**src/rtl/load_store_unit.sv**
```systemverilog
// RV32I load/store unit: drives a synchronous SRAM with byte enables and stalls the pipeline
// for a fixed read latency, then formats the returned word for writeback.
module load_store_unit #(
    parameter int unsigned AW       = 10,
    parameter int unsigned READ_LAT = 1
) (
    input  logic          clk_i,
    input  logic          rst_i,
    input  logic          req_valid_i,
    input  logic          req_we_i,
    input  logic [2:0]    funct3_i,
    input  logic [31:0]   addr_i,
    input  logic [31:0]   wdata_i,
    output logic          stall_o,
    output logic [31:0]   rdata_o,
    output logic          rdata_valid_o,
    output logic          access_err_o,
    output logic          mem_en_o,
    output logic          mem_we_o,
    output logic [3:0]    mem_be_o,
    output logic [AW-1:0] mem_addr_o,
    output logic [31:0]   mem_wdata_o,
    input  logic [31:0]   mem_rdata_i
);

    typedef enum logic [1:0] {StIdle, StWait, StDone} state_e;

    state_e        state_q, state_d;
    logic [2:0]    count_q, count_d;
    logic [1:0]    off_q, off_d;
    logic [2:0]    f3_q, f3_d;
    logic [AW-1:0] addr_q, addr_d;

    logic        err;
    logic        f3_legal;
    logic        misaligned;
    logic [7:0]  ld_byte;
    logic [15:0] ld_half;
    logic [31:0] ld_fmt;

    // Upper address bits wrap around the SRAM and are deliberately dropped.
    logic unused_addr;
    assign unused_addr = ^addr_i[31:AW+2];

    always_comb begin
        f3_legal   = 1'b0;
        misaligned = 1'b0;
        unique case (funct3_i)
            3'b000:         f3_legal = 1'b1;
            3'b001:         f3_legal = 1'b1;
            3'b010:         f3_legal = 1'b1;
            3'b100, 3'b101: f3_legal = ~req_we_i;
            default:        f3_legal = 1'b0;
        endcase
        if (funct3_i == 3'b010) begin
            misaligned = addr_i[1:0] != 2'b00;
        end else if (funct3_i[1:0] == 2'b01) begin
            misaligned = addr_i[0];
        end
        err = ~f3_legal | misaligned;
    end

    always_comb begin
        unique case (off_q)
            2'd0:    ld_byte = mem_rdata_i[7:0];
            2'd1:    ld_byte = mem_rdata_i[15:8];
            2'd2:    ld_byte = mem_rdata_i[23:16];
            default: ld_byte = mem_rdata_i[31:24];
        endcase
        ld_half = off_q[1] ? mem_rdata_i[31:16] : mem_rdata_i[15:0];
        unique case (f3_q)
            3'b000:  ld_fmt = {{24{ld_byte[7]}}, ld_byte};
            3'b100:  ld_fmt = {24'b0, ld_byte};
            3'b001:  ld_fmt = {{16{ld_half[15]}}, ld_half};
            3'b101:  ld_fmt = {16'b0, ld_half};
            default: ld_fmt = mem_rdata_i;
        endcase
    end

    always_comb begin
        state_d       = state_q;
        count_d       = count_q;
        off_d         = off_q;
        f3_d          = f3_q;
        addr_d        = addr_q;
        stall_o       = 1'b0;
        rdata_o       = 32'b0;
        rdata_valid_o = 1'b0;
        access_err_o  = 1'b0;
        mem_en_o      = 1'b0;
        mem_we_o      = 1'b0;
        mem_be_o      = 4'b0;
        mem_addr_o    = '0;
        mem_wdata_o   = 32'b0;

        // While reset is high every output stays low, even mid-load.
        if (!rst_i) begin
            unique case (state_q)
                StIdle: begin
                    if (req_valid_i) begin
                        if (err) begin
                            access_err_o = 1'b1;
                        end else if (req_we_i) begin
                            mem_en_o   = 1'b1;
                            mem_we_o   = 1'b1;
                            mem_addr_o = addr_i[AW+1:2];
                            unique case (funct3_i[1:0])
                                2'b00: begin
                                    mem_be_o    = 4'b0001 << addr_i[1:0];
                                    mem_wdata_o = {4{wdata_i[7:0]}};
                                end
                                2'b01: begin
                                    mem_be_o    = addr_i[1] ? 4'b1100 : 4'b0011;
                                    mem_wdata_o = {2{wdata_i[15:0]}};
                                end
                                default: begin
                                    mem_be_o    = 4'b1111;
                                    mem_wdata_o = wdata_i;
                                end
                            endcase
                        end else begin
                            mem_en_o   = 1'b1;
                            mem_be_o   = 4'b1111;
                            mem_addr_o = addr_i[AW+1:2];
                            stall_o    = 1'b1;
                            off_d      = addr_i[1:0];
                            f3_d       = funct3_i;
                            addr_d     = addr_i[AW+1:2];
                            count_d    = 3'(READ_LAT - 1);
                            state_d    = (READ_LAT == 1) ? StDone : StWait;
                        end
                    end
                end
                StWait: begin
                    stall_o    = 1'b1;
                    mem_addr_o = addr_q;
                    count_d    = count_q - 3'd1;
                    if (count_q <= 3'd1) begin
                        state_d = StDone;
                    end
                end
                StDone: begin
                    mem_addr_o    = addr_q;
                    rdata_valid_o = 1'b1;
                    rdata_o       = ld_fmt;
                    count_d       = 3'd0;
                    state_d       = StIdle;
                end
                default: state_d = StIdle;
            endcase
        end
    end

    always_ff @(posedge clk_i) begin
        if (rst_i) begin
            state_q <= StIdle;
            count_q <= 3'd0;
            off_q   <= 2'd0;
            f3_q    <= 3'd0;
            addr_q  <= '0;
        end else begin
            state_q <= state_d;
            count_q <= count_d;
            off_q   <= off_d;
            f3_q    <= f3_d;
            addr_q  <= addr_d;
        end
    end

endmodule
```
**config.mk**
```make
export PLATFORM = sky130hd
export DESIGN_NAME = load_store_unit
export DESIGN_NICKNAME = d
export VERILOG_FILES = /design/src/rtl/load_store_unit.sv
export SDC_FILE = /design/constraint.sdc
export NUM_CORES = 1
export LEC_CHECK = 0
export ABC_AREA = 1
export BUFFER_PORTS_ARGS = -buffer_cell sky130_fd_sc_hd__buf_2
export CAP_MARGIN = 0
export CELL_PAD_IN_SITES_DETAIL_PLACEMENT = 2
export CELL_PAD_IN_SITES_GLOBAL_PLACEMENT = 2
export CORE_ASPECT_RATIO = 0.75
export CORE_MARGIN = 2
export CORE_UTILIZATION = 16
export CTS_CLUSTER_SIZE = 16
export DETAILED_ROUTE_END_ITERATION = 12
export PLACE_DENSITY_LB_ADDON = 0.25
export RECOVER_POWER = 50
export SLEW_MARGIN = 15
export SYNTH_ARGS = -nofsm -noshare
export SYNTH_HDL_FRONTEND = slang
export SYNTH_SLANG_ARGS = --single-unit
```
**constraint.sdc**
```tcl
create_clock -name clk_i -period 1.8 [get_ports clk_i]
set_input_delay 0.36 -clock clk_i [delete_from_list [all_inputs] [get_ports clk_i]]
set_output_delay 0.36 -clock clk_i [all_outputs]
set_load 0.01 [all_outputs]
```
==> results.md, run 1 <==
- Hold crit path type: in2reg
- Max Cap Violations: 0
- CP Class: reg2out
- Global-route wire length before repair: 17.3 mm
- Grt total ovfl: 0
- Number of diodes: 0
- Via count: 3174
- M1 WL: 5.34 mm
- Latest clock arrival within the worst-skew pair: 0.25 ns
- Cell accounting for the most synthesized area: nor2_1
- DR iter-0 viols: 98
- Clk slew on worst S/H paths: 0.06 ns
- Die Wd: 136 um
- Crit share post-route: 107%
- I/O pins: 186
- DRC: 0
- Mapped cell area: 2090 sq um
- NumNets Final: 678
- Clock buffer depth: 2
- Placeable Area: 12900 sq um
- Syn Area/Cell: between 5 and 6 sq um
- TritonCTS buffer count: 3
- Synth warn: 0
- Met2 wire len: ~5.4 mm
- Placed cells: 732
- Setup violators final: 50
- Post-synth top cells: nor2_1 (100), nand2_1 (70), o21ai_0 (55), inv_1 (38), a21oi_1 (23)
- Die Y: roughly 100 um
- Synth top area cells: nor2_1 (18%), dfxtp_1 (15%), o21ai_0 (13%)
- Pre-CTS setup slack: -0.0629 ns
- Multi-input gate area: 1680 sq um
- Crit Path Max Fanout: 8
- Share of the synthesized area in the top cell type: 18.0%
- Hold WS: 0.365 ns
- Post-layout minimum cycle time: between 1.5 and 2 ns
- Post-synthesis simple-gate area fraction: 44.8%
- Netlist cell types: 27
- DP Area: 3290 sq um
- DP HPWL: 8.96 mm
- Post-synth net total: 490
- Pwr dens: 406 nW/um^2
- Sequential standard cell area: about 330 sq um
- Final hold vios: 0
- Leak: 1.97 nW
- Vias/cell: 4.26
- Multiplexer share of the synthesized area: 0%
- Vias in the first global route: ~3400
- Fill count: 1631
- Max IR drop VDD: 324 uV
- Largest net degree at the start of global routing: 31
- RSZ-0062 raised after global routing: true
- Routed Antenna Nets: 0
- CTS H-tree lvls: 1
- # rows: 36
- Wire length on met3: 322 um
- Register bit total from synthesis: 16
- Fraction of registers with async set/reset: 0%
- Crit end category: output pin
- Final Util: 29.4%
- Synthesis-to-layout area growth: 81.7%
- WL final: 11.1 mm
- DR top layer: met4
- Worst slew pin tran: 0.569 ns
- Fin cells: 745
- Overall Global Routing Usage: 15.3%
- Dominant synthesized flop cell: dfxtp_1
- Slew HR: 62.1%
- CTS tree: built
- Wire per inst: 14.9 um
- Pins Over Slew Limit: 0
- Syn Inst Count: about 390
- Clock Sink Count: 16
- Post-synthesis xor/xnor area fraction: 0%
- Max Clk Rate: 0.518 GHz
- Setup WS post-layout: -0.130 ns
- PortBufs: 165
- Share of post-route cells with drive strength above 1: 50.3%
- GPL Wtd Cong: 0.833
- Number of flops mapped to enable cells by yosys: 0
- Register area share after synthesis: 15.3%
- Count leader, synth: nor2_1
- Final instance area: 3790 sq um
- Synth Area in Compound Gates: approximately a quarter
- Outcome: finished with violations
- CTS Root Cell: clkbuf_16
- Initial antenna violation count: 0
- Die area: 14000 sq um
- Adder-cell area share of the yosys netlist: 0%
- Critical path required time: 1.44 ns
- Initial Util: 16.2%
- TritonRoute pass-1 iters: 4
- Failing checks: setup timing
- CP arrival: 1.57 ns
- Largest family of logic cells by synthesized area: simple AND/OR/NAND/NOR gates
- Startpoint types: flip-flop
- Final Skew: 0.00543 ns
==> routing by layer <==
metal | vias up | GRT usage, %
met5 | - | 0
met4 | 0 | 1.20
met3 | 2 | 2.11
met2 | 55 | 26.3
met1 | 1499 | 21.4
li1 | 1618 | -
==> worst max-delay path: stages (launching register included) <==
cell and delay (ns):
dfxtp_4 0.37, or2_4 0.24, nand3_2 0.06, nand2_2 0.08
nand2_4 0.08, nand2_4 0.06, nand2_4 0.09, buf_12 0.17
nor2_4 0.04, buf_6 0.13
==> where the power goes <==
part,internal [mW],leakage [nW],switching [mW]
Clock,0.338,0.0442,0.152
Sequential,0.369,0.132,0.00883
Combinational,0.288,1.80,0.384
Total,0.995,1.97,0.545
==> what timing repair did <==
action | CTS | global route
hold endpoints to repair | 0 | 0
pin swaps | 4 | 6
gates resized for setup | 67 | 29
hold buffers | 0 | 0
setup endpoints to repair | 78 | 80
cloned | 0 | 1
setup buffers | 4 | 5
==> cells in the final DEF, fill, tap and decap left out, types with 6 or more instances in the layout <==
cell type,Yosys,routed
nand2_4,4,6
a21oi_1,23,17
buf_4,2,27
o21ai_2,0,8
inv_1,38,34
nor2_4,11,17
nand2_1,70,64
inv_2,4,7
buf_6,2,20
o21ai_0,55,47
nor2_1,100,81
nor2_2,0,13
dfxtp_1,16,13
buf_2,7,150
nand2_2,4,7
a21oi_2,0,6
o22ai_1,15,15
==> worst paths after layout <==
path	from	end	slack, ns	cells past startpoint
hold reg to reg	f3_q[2]$_SDFFE_PP0P_	f3_q[2]$_SDFFE_PP0P_	0.50	2
setup / recovery	off_q[1]$_SDFFE_PP0P_	rdata_o[18]	-0.13	9
hold / removal	addr_i[6]	addr_q[4]$_SDFFE_PP0P_	0.36	3
setup reg to reg	state_q[1]$_SDFFE_PP0P_	addr_q[2]$_SDFFE_PP0P_	0.10	8
==> logic make-up (layout without fill, tap and decap cells) <==
| group | count (synthesis) | in the layout |
|---|---|---|
| AO/OA/AOI/OAI | 102 | 102 |
| buffers and inverters | 64 | 251 |
| flip-flops | 16 | 16 |
| AND/OR/NAND/NOR | 205 | 205 |
==> per-stage QoR <==
| step | TNS (ns) | power (mW) |
|---|---|---|
| finish | -3.58 | 1.54 |
| global route | -10.24 | 1.65 |
| CTS | -3.09 | 1.52 |
| detailed placement | -0.482 | 0.967 |
| global placement | -0.166 | 0.949 |
| floorplan | 0 | 0.684 |
==> flip-flops by register name, indices dropped and copies added, names as in the netlist <==
signal,cells
addr_q,10
f3_q,3
off_q,2
state_q,1
==> final cells by class <==
cell class              instances  share of cell area, %
multi-input cells             307                   44.3
inverters                      42                   4.22
well taps                     171                   5.64
flip-flops and latches         16                   8.61
clock buffers                   4                   2.34
repair buffers                205                   34.9
No activity file was read; power rests on OpenSTA's default activity.
==> inputs of run 2 (changes only) <==
ABC_AREA = default   (was 1)
CORE_UTILIZATION = 19   (was 16)
==> results.md, run 2 <==
- Outcome: finished with violations
- Failing checks: setup timing
- Fraction of registers with async set/reset: 0%
- Commonest non-fill, non-tap cells in the layout: buf_2 (137), buf_6 (49), mux2i_1 (34)
- Max Cap Violations: 0
- Synth top area cells: mux2i_1 (15%), dfxtp_1 (14%), a21oi_1 (7.9%)
- Fin cells: 693
- Dominant synthesized flop cell: dfxtp_1
- Final hold vios: 0
- Latest clock arrival within the worst-skew pair: ~0.25 ns
- Max reg flops: 10
- Fill count: 1379
- FF-to-FF setup slack: approximately 0.2 ns
- GPL Wtd Cong: between 0.7 and 0.8
- Placeable Area: 12100 sq um
- Worst slew pin tran: between 0.4 and 0.5 ns
- Startpoint types: input port
- CTS Root Cell: clkbuf_16
- Slowest stage cell, crit path: or4_4
- Final Util: 39.7%
- Clock buffer depth: 2
- Post-synthesis xor/xnor area fraction: 0%
- Most common cell after layout, fill and taps aside: buf_2
- Design Power: around 1.6 mW
- Pins Over Slew Limit: 0
- Die Wd: 132 um
- Routed Antenna Nets: 0
- Biggest cell delay along the critical path: between 0.5 and 0.6 ns
- Global-route wire length before repair: 21.4 mm
- Crit path max-delay family: simple AND/OR/NAND/NOR gates
- Synthesis-to-layout area growth: 106%
- Critical path required time: approximately 1.4 ns
- Placed cells: 667
- Setup violators final: 80
- Post-synth net total: roughly 430
- Crit share post-route: 120%
- DRC: 0
- RSZ-0062 raised after global routing: true
- Sequential standard cell area: 330 sq um
- Number of flops mapped to enable cells by yosys: 0
- Share of the synthesized area in the top cell type: 15.4%
- Hold crit path type: in2reg
- DR iter-0 viols: 107
- Mapped cell area: 2330 sq um
- Post-synth top cells: a21oi_1 (37), mux2i_1 (36), o21ai_0 (34), nand2b_1 (28), clkbuf_1 (23)
- TritonCTS buffer count: 3
- Slew HR: between 60% and 70%
- Synth Area in Compound Gates: 29.0%
- TritonRoute pass-1 iters: 4
- CP Class: in2out
- Post-layout minimum cycle time: 2.16 ns
- Setup crit end: mem_wdata_o[10]
- # hold bufs at CTS: 0
- CP arrival: 1.80 ns
- Vias/cell: 4.99
- Synth warn: 0
- Worst setup path startpoint: funct3_i[2]
- Crit Path Max Fanout: 13
- Count leader, synth: a21oi_1
- Reg2reg end: addr_q[0]$_SDFFE_PP0P_
- Largest family of logic cells by synthesized area: simple AND/OR/NAND/NOR gates
- Buffers & Inverters on Critical Path: 3
- Netlist cell types: 41
- Via count: 3460
- Syn Inst Count: about 320
- PortBufs: 165
- CP cell instances: buf_6 -> or4_4 -> a211o_4 -> buf_12 -> a21oi_2 -> buf_2
- Clock Sink Count: 16
- Hold WS: 0.378 ns
- Initial Util: 19.2%
- Regs by FF count: addr_q x10, f3_q x3, off_q x2
- WP depth: 6
- Setup WS post-layout: -0.360 ns
- Multiplexer share of the synthesized area: 20.3%
- Register bit total from synthesis: 16
- Register area share after synthesis: a little over an eighth
- Die area: 13200 sq um
- Adder-cell area share of the yosys netlist: 0%
- Overall Global Routing Usage: 20.1%
- Final Skew: 0.00173 ns
- Largest net degree at the start of global routing: 33
- Vias in the first global route: 3721
- Initial antenna violation count: 1
- Crit end category: output pin
- I/O pins: 186
- Cell accounting for the most synthesized area: mux2i_1
- Max IR drop VDD: 344 uV
- CTS H-tree lvls: 1
- Worst r2r src: state_q[1]$_SDFFE_PP0P_
- NumNets Final: 630
- Leak: 2.07 nW
- Max Clk Rate: 0.463 GHz
- Grt total ovfl: 0
- Biggest register: addr_q
- Pwr dens: roughly 340 nW/um^2
- Wire per inst: about 21 um
- Path depth of the worst reg2reg path: 6
- Die Y: 100 um
- Syn Area/Cell: just over 7 sq um
- DP HPWL: approximately 9.6 mm
- Clk slew on worst S/H paths: 0.05 ns
- # rows: 35
- CTS tree: built
- Multi-input gate area: 2370 sq um
- Post-synthesis simple-gate area fraction: 29.1%
- WL final: around 14 mm
- Total Neg Setup Slack: -23.45 ns
- Share of post-route cells with drive strength above 1: between 60% and 70%
run 2: through the flow:
stage          cell area, sq um  worst slack [ns]
2_1_floorplan              2530            -0.154
3_3_place_gp               3820            -0.364
3_5_place_dp               3820            -0.409
4_1_cts                    4610            -0.389
5_1_grt                    4810            -0.428
6_report                   4810            -0.360
run 2: worst min-delay path by stage:
stage / endpoint / cells past startpoint / start / slack [ns]
CTS: addr_q[6]$_SDFFE_PP0P_ / 3 / addr_i[8] / 0.37
finish: addr_q[6]$_SDFFE_PP0P_ / 3 / addr_i[8] / 0.38
floorplan: addr_q[1]$_SDFFE_PP0P_ / 2 / addr_q[1]$_SDFFE_PP0P_ / 0.45
detailed placement: addr_q[9]$_SDFFE_PP0P_ / 2 / addr_q[9]$_SDFFE_PP0P_ / 0.47
global route: addr_q[2]$_SDFFE_PP0P_ / 3 / addr_i[4] / 0.39
global placement: addr_q[9]$_SDFFE_PP0P_ / 2 / addr_q[9]$_SDFFE_PP0P_ / 0.46
run 2: layout make-up:
cell class | count | area share (%)
well taps | 166 | 4.32
repair buffers | 231 | 36.9
inverters | 7 | 0.780
flip-flops and latches | 16 | 6.87
clock buffers | 4 | 1.85
multi-input cells | 268 | 49.3
diodes | 1 | 0.0520
run 2: tightest hold or removal path, stage by stage:
cell and delay [ns]:
buf_2 0.10, nand2b_1 0.06, mux2i_1 0.06
run 2: report_power, final:
group	internal, mW	switching (mW)
clock	0.339	0.166
combinational	0.362	0.403
sequential	0.363	0.00993
total	1.06	0.579
run 2: logic make-up (layout without fill, tap and decap cells):
kind of cell,count (synthesis),count (layout)
compound gates,110,110
simple gates,112,112
buf+inv,40,242
other cells,0,1
flops,16,16
mux,46,46
run 2: per-layer routing:
layer	up-vias	track usage [%]	part of all wire, %
li1	1608	-	-
met1	1725	26.7	45
met2	109	35.3	48
met5	-	0	0
met4	0	2.34	1.6
met3	18	3.59	5.1
run 2: what timing repair did:
item,CTS,global route
cloned,4,1
setup endpoints to repair,82,81
gates resized for setup,114,42
pin swaps,36,10
setup buffers,14,4
